`config.mk`:
```
export PLATFORM = sky130hd
export DESIGN_NAME = inst_fetch_queue
export DESIGN_NICKNAME = d
export VERILOG_FILES = /design/src/rtl/inst_fetch_queue.sv
export SDC_FILE = /design/constraint.sdc
export NUM_CORES = 2
export LEC_CHECK = 0
export BUFFER_PORTS_ARGS = -buffer_cell sky130_fd_sc_hd__buf_2
export CAP_MARGIN = 0
export CELL_PAD_IN_SITES_DETAIL_PLACEMENT = 0
export CELL_PAD_IN_SITES_GLOBAL_PLACEMENT = 1
export CORE_UTILIZATION = 45
export DETAILED_ROUTE_END_ITERATION = 16
export HOLD_SLACK_MARGIN = 0.02
export MAX_ROUTING_LAYER = met4
export PLACE_DENSITY_LB_ADDON = 0.08
export SETUP_SLACK_MARGIN = 0.5
export SLEW_MARGIN = 20
export SYNTH_ARGS = -nofsm -noshare
export SYNTH_HDL_FRONTEND = slang
export SYNTH_SLANG_ARGS = --single-unit
```
`constraint.sdc`:
```
create_clock -name clk -period 5.54 [get_ports clk]
set_input_delay 0 -clock clk [delete_from_list [all_inputs] [get_ports clk]]
set_output_delay 0 -clock clk [all_outputs]
set_load 0.01 [all_outputs]
```
`src/rtl/inst_fetch_queue.sv`:
```
// inst_fetch_queue: dual-slot in-order instruction buffer between fetch and the
// two ID decoders. Circular buffer of DEPTH {pc, inst} entries. Up to two
// entries are pushed and up to two are popped per cycle. A flush drops
// everything that is buffered.
// Optional feature: define IFQ_BYPASS_EN to let an empty queue forward the
// incoming pair to the decoder outputs in the same cycle.
module inst_fetch_queue #(
  parameter  int unsigned DEPTH = 8,
  localparam int unsigned CW    = $clog2(DEPTH) + 1
) (
  input  logic          clk,
  input  logic          rstn,
  input  logic          flush,
  input  logic [1:0]    in_valid,
  input  logic [31:0]   in_pc0,
  input  logic [31:0]   in_pc1,
  input  logic [31:0]   in_inst0,
  input  logic [31:0]   in_inst1,
  output logic          in_ready,
  output logic [1:0]    out_valid,
  output logic [31:0]   out_pc0,
  output logic [31:0]   out_pc1,
  output logic [31:0]   out_inst0,
  output logic [31:0]   out_inst1,
  input  logic [1:0]    pop,
  output logic [CW-1:0] count
);

  localparam int unsigned PW = $clog2(DEPTH);

  logic [63:0]   mem_q [DEPTH];
  logic [63:0]   mem_d [DEPTH];
  logic [PW-1:0] head_q, head_d;
  logic [PW-1:0] tail_q, tail_d;
  logic [CW-1:0] count_q, count_d;

  logic          push_ok;
  logic          bypass;
  logic [1:0]    push_n;
  logic [1:0]    pop_req;
  logic [1:0]    pop_eff;
  logic [1:0]    byp_n;
  logic [1:0]    wr_n;
  logic [63:0]   in_ent0, in_ent1;
  logic [63:0]   rd0, rd1;

  assign in_ent0  = {in_pc0, in_inst0};
  assign in_ent1  = {in_pc1, in_inst1};
  assign in_ready = (count_q <= CW'(DEPTH - 2));
  assign count    = count_q;

  // Work out how many entries are accepted, how many are consumed from storage,
  // and how many are consumed directly from the bypass path.
  always_comb begin
    push_ok = in_ready & in_valid[0] & ~flush;
    push_n  = push_ok ? (in_valid[1] ? 2'd2 : 2'd1) : 2'd0;
    pop_req = (pop == 2'd3) ? 2'd2 : pop;
    pop_eff = (count_q < CW'(pop_req)) ? count_q[1:0] : pop_req;
    bypass  = 1'b0;
`ifdef IFQ_BYPASS_EN
    bypass  = push_ok && (count_q == '0);
`endif
    byp_n   = '0;
    if (bypass) begin
      byp_n = (pop_req < push_n) ? pop_req : push_n;
    end
    wr_n    = push_n - byp_n;
  end

  // Compute the next pointer and occupancy values. Flush overrides all updates.
  always_comb begin
    head_d  = head_q + PW'(pop_eff);
    tail_d  = tail_q + PW'(wr_n);
    count_d = count_q + CW'(wr_n) - CW'(pop_eff);
    if (flush) begin
      head_d  = '0;
      tail_d  = '0;
      count_d = '0;
    end
  end

  // Write the entries that were not consumed through the bypass path. If one
  // entry was bypassed, slot 1 is the entry that lands at the tail.
  always_comb begin
    mem_d = mem_q;
    if (wr_n != 2'd0) begin
      mem_d[tail_q] = (byp_n == 2'd0) ? in_ent0 : in_ent1;
    end
    if (wr_n == 2'd2) begin
      mem_d[tail_q + PW'(1)] = in_ent1;
    end
  end

  // State registers and storage. Reset clears the entries as well.
  always_ff @(posedge clk or negedge rstn) begin
    if (!rstn) begin
      head_q  <= '0;
      tail_q  <= '0;
      count_q <= '0;
      for (int unsigned i = 0; i < DEPTH; i++) begin
        mem_q[i] <= '0;
      end
    end else begin
      head_q  <= head_d;
      tail_q  <= tail_d;
      count_q <= count_d;
      mem_q   <= mem_d;
    end
  end

  // Drive the decoder slots from the two oldest entries, or from the inputs
  // when the bypass path is active.
  always_comb begin
    rd0       = mem_q[head_q];
    rd1       = mem_q[head_q + PW'(1)];
    out_valid = {count_q >= CW'(2), count_q != '0};
`ifdef IFQ_BYPASS_EN
    if (bypass) begin
      out_valid = (push_n == 2'd2) ? 2'b11 : 2'b01;
      rd0       = in_ent0;
      rd1       = in_ent1;
    end
    if (flush) begin
      out_valid = '0;
    end
`endif
    out_pc0   = rd0[63:32];
    out_inst0 = rd0[31:0];
    out_pc1   = rd1[63:32];
    out_inst1 = rd1[31:0];
  end

endmodule

```
* After elaboration in Yosys (flattened, before gate mapping) *
Index checks and enable logic that the tools add are counted.

operators by class
  add/subtract/negate cells = 6
  divide/modulo/power cells = 0
  eq/ne operators = 2
  shift-type cells = 0
  reductions and logical operators = 4
  order comparisons = 9
  muxes and demuxes = 21
  multiply operators = 0
  bitwise operators = 7

operator list
  kind                                                               count
  bitwise mux 512 bit                                                2
  2-to-1 mux 512 bit                                                 2
  binary-select mux 64 bit (select 3 bit)                            2
  demux 64 bit (select 3 bit)                                        2
  2-to-1 mux 64 bit                                                  6
  greater-or-equal comparator 4 bit, second input constant           4
  inverter 3 -> 4 bit                                                4
  less-than comparator 4 x 1 -> 1 bit, second input constant         2
  2-to-1 mux 2 bit                                                   4
  adder 3 x 1 -> 3 bit, second input constant                        2
  adder 3 x 2 -> 3 bit                                               2
  2-to-1 mux 3 bit                                                   2
  adder 4 x 2 -> 4 bit                                               1
  == test 2 bit, second input constant                               2
  greater-or-equal comparator 4 x 2 -> 1 bit, second input constant  1
  less-or-equal comparator 4 x 3 -> 1 bit, second input constant     1
  less-than comparator 4 x 2 -> 1 bit                                1
  2-to-1 mux 4 bit                                                   1
  nonzero test 4 bit                                                 1
  subtractor 4 x 2 -> 4 bit                                          1
  bitwise AND 1 bit                                                  2
  logical AND 1 bit                                                  2
  nonzero test 2 bit                                                 1
  inverter 1 bit                                                     1

storage, ports and cells
  latch bits = 0
  memory bits (read-only) = 0
  bits in writable memories = 0
  memories kept = 0
  register bits after elaboration = 522

* Logic depth before layout (Yosys ltp) *
  depth after elaboration = 9
  depth in mapped cells = 13

* Worst setup path after synthesis *
No wires, ideal clock.

  kind = flip-flop to flip-flop
  from = register count_q[3] (netlist: count[3])
  to = register count_q[3] (netlist: count[3])
  buffers on the path = 0
  stages on the path, launching flop included = 12
  setup time = 0.132 ns
  data arrival time = 2.581 ns
  data required time = 5.408 ns
  path slack = 2.828 ns
  path through = dfrtp_1 -> inv_1 -> ha_1 -> a21bo_2 -> nand2_1 -> nor3_1 -> fa_1 -> ha_1 -> a21o_1 -> a21oi_1 -> xnor2_1 -> nor2_1

on the way
  cells in the longest elaborated chain, start to end = 7

ends and longest elaborated chain
  what                                     RTL line  RTL
  start: declaration                       35        logic [CW-1:0] count_q, count_d;
  start signal: assignment                 106       count_q <= count_d;
  less-or-equal comparator 4 x 3 -> 1 bit  49        assign in_ready = (count_q <= CW'(DEPTH - 2));
  bitwise AND 1 bit (2 in series)          55        push_ok = in_ready & in_valid[0] & ~flush;
  2-to-1 mux 2 bit                         56        push_n = push_ok ? (in_valid[1] ? 2'd2 : 2'd1) : 2'd0;
  adder 4 x 2 -> 4 bit                     74        count_d = count_q + CW'(wr_n) - CW'(pop_eff);
  subtractor 4 x 2 -> 4 bit *              74
  2-to-1 mux 4 bit *                       75        if (flush) begin
  via count_d[3]                           35

The timed path passes the listed nets; every way through them passes the cells marked *.

==> impl_metrics.json <==
{
  "synth_top_cells_by_count": "mux2_2 (713), dfrtp_1 (522), mux2_4 (300), mux4_2 (256), nand2_1 (132)",
  "dr.pass1.iters": 7,
  "start_util_pct": 45.4,
  "finClkSkew_ps": 16.6,
  "start_kind": "flop",
  "max_stage_delay_ps": 860,
  "clk_pin_slew_ps": 60,
  "synth_nets": 2490,
  "antenna_left": 0,
  "ys_top_cells_by_area": "dfrtp_1 (38%), mux2_2 (23%), mux4_2 (17%)",
  "io_buffers": 269,
  "overflow": 0,
  "cts-resized-gates": 0,
  "die_h_um": 278,
  "drc": 0,
  "p_leak_nw": 18.8,
  "ys_seq_area_share_pct": 38.0,
  "row_count": 101,
  "tightest_slew_ps": 1130,
  "fin_crit_sh_pct": 69.8,
  "worstSkewPairLatency_ps": 600,
  "drive_above_1_share_pct": 61.4,
  "antenna_found_initial": 6,
  "yosys.area.top_type": "dfrtp_1",
  "cp_top_family": "buffers and inverters",
  "crit_slowest_cell": "or4_4",
  "seqPwrFrac_pct": 30.5,
  "finalWeightedCongestion": 0.785,
  "grt_first_pass_wirelength_um": 162000,
  "dpl.hpwl_um": 59700,
  "grt_max_degree": 144,
  "cts_buffer_depth": 3,
  "endpoint_kind": "flop",
  "cts_max_level": 3,
  "synth_top_area_share_pct": 38.0,
  "grt_usage_pct": 28.6,
  "syn_avg_cell_area_um2": 14.7,
  "synth_cell_types": 48,
  "netlist_area_um2": 34400,
  "yosysMostFrequentCell": "mux2_2",
  "nNetsFinal": 2876,
  "synthFlopType": "dfrtp_1",
  "area_growth_pct": 18.0,
  "core-area_um2": 75800,
  "ys_warn_count": 0,
  "post-cts-setup-buffers": 0,
  "cts_sinks": 522,
  "holdWs_ps": 30.7,
  "clkPwrFrac_pct": 21.9,
  "wire_per_inst_um": 28.2,
  "status": "finished clean",
  "cts_buffers": 66,
  "hold_viol_final": 0,
  "synthCells": 2340,
  "max_slew_margin_pct": 24.5,
  "rsz0062_at_grt": "false",
  "vdd_drop_max_uv": 338,
  "p_sw_mw": 6.64,
  "combPwrFrac_pct": 47.5,
  "die-width_um": 278,
  "drt-total-wl_um": 106000,
  "cts_root_buf": "clkbuf_16",
  "async_reset_ff_share_pct": 100,
  "critPathArrivalTime_ps": 4400,
  "ys_ff_latch": 522,
  "num_vias": 22700,
  "p_int_mw": 12.7,
  "placed_area_um2": 36500,
  "slew_violations": 0,
  "cp_cell_sequence": "inv_1 > ha_1 > a21boi_1 > or4_4 > buf_4 > nand2_1 > a31oi_1 > dlygate4sd3_1",
  "worst-path-buf-inv": 3,
  "path_class": "flop to flop",
  "hp-class": "primary input to asynchronous set/reset pin",
  "p_total_mw": 19.4,
  "swShare_pct": 34.3,
  "tritoncts": "done",
  "grt_pass1_vias": 24400,
  "setup_viol": 0,
  "power.density_nw_per_um2": 477,
  "cts_hold_buffers": 195,
  "io_pins": 270,
  "timing.final.crit_period_ps": 3870,
  "cap_violations": 0,
  "dieArea_um2": 77500,
  "fillCellCount": 6289,
  "vias_per_cell": 6.04,
  "post-route-cell-area_um2": 40600,
  "synth-edff-count": 0,
  "drt_iter0_markers": 1364,
  "tns_ps": 0,
  "worstPathRequired_ps": 6070,
  "crit_path_max_fanout": 46,
  "clock.fmax_ghz": 0.258
}
## power groups by stage
| stage | clock [mW] | sequential, mW | combinational [mW] |
|---|---|---|---|
| 5_1_grt | 4.49 | 6.07 | 9.85 |
| 3_5_place_dp | 0 | 5.95 | 8.83 |
| 2_1_floorplan | 0 | 5.48 | 6.33 |
| 4_1_cts | 4.36 | 5.89 | 9.29 |
| 3_3_place_gp | 0 | 5.86 | 8.71 |
| 6_report | 4.25 | 5.91 | 9.20 |
## flip-flops by register name, indices dropped and copies added, names as in the netlist
register	cells
head_q	3
mem_q	512
tail_q	3
count	4
## path summary, 6_finish.rpt
kind | start | to | slack, ps | depth (start not counted)
min in group clk | pop[1] | head_q[1]$_DFF_PN0_ | 90 | 6
max reg2reg | count[3]$_DFF_PN0_ | mem_q[430]$_DFF_PN0_ | 1670 | 8
min reg2reg | mem_q[198]$_DFF_PN0_ | mem_q[198]$_DFF_PN0_ | 630 | 2
min | rstn | mem_q[485]$_DFF_PN0_ | 30 | 2
max in group asynchronous | rstn | mem_q[444]$_DFF_PN0_ | 4080 | 3
max | count[3]$_DFF_PN0_ | mem_q[430]$_DFF_PN0_ | 1670 | 8
## final cells by class
cell class                      count  area (um^2)  share of cell area (%)
Antenna cell                        7         17.5                  0.0432
Clock buffer                       92         1890                    4.67
Clock inverter                     18          178                   0.438
Inverter                           10         37.5                  0.0925
Multi-Input combinational cell   1616        20300                    50.1
Sequential cell                   522        13100                    32.2
Tap cell                          978         1220                    3.02
Timing Repair Buffer              510         3820                    9.41
## per-stage QoR
| step | utilization [%] | instances | setup WS, ps |
|---|---|---|---|
| after global routing | 53.5 | 3752 | 1510 |
| final | 53.5 | 3753 | 1670 |
| after floorplan | - | 2340 | 2830 |
| after CTS | 53.5 | 3746 | 1660 |
| after detailed placement | 48.2 | 3441 | 1890 |
| after global placement | 48.2 | 3441 | 2000 |
## per-layer routing
metal | part of all wire (%) | routed length, um | track usage, %
met1 | 43 | 45400 | 37.0
met2 | 51 | 53600 | 47.9
met5 | 0 | 0 | -
met3 | 4.7 | 4970 | 3.77
met4 | 1.8 | 1920 | 6.45
## cell families after synthesis
kind of cell / share of synthesized area, %
adder cells (fa/ha/maj): 0.633
XOR/XNOR: 0.178
flip-flops: 38.0
buffers and inverters: 3.16
AND/OR/NAND/NOR: 3.12
AO/OA/AOI/OAI: 1.38
multiplexers: 53.6
## cell usage in the layout (no fill, tap or decap), types with 11 or more instances in the layout
master,count
mux2_1,11
dlygate4sd3_1,195
clkinv_2,11
nor2_1,70
mux2_4,300
nand2_1,132
clkbuf_1,15
mux2_2,713
buf_12,13
buf_4,32
buf_2,268
a31oi_1,64
mux4_2,256
clkbuf_16,69
dfrtp_1,519
(Power assumes the default switching activity.)
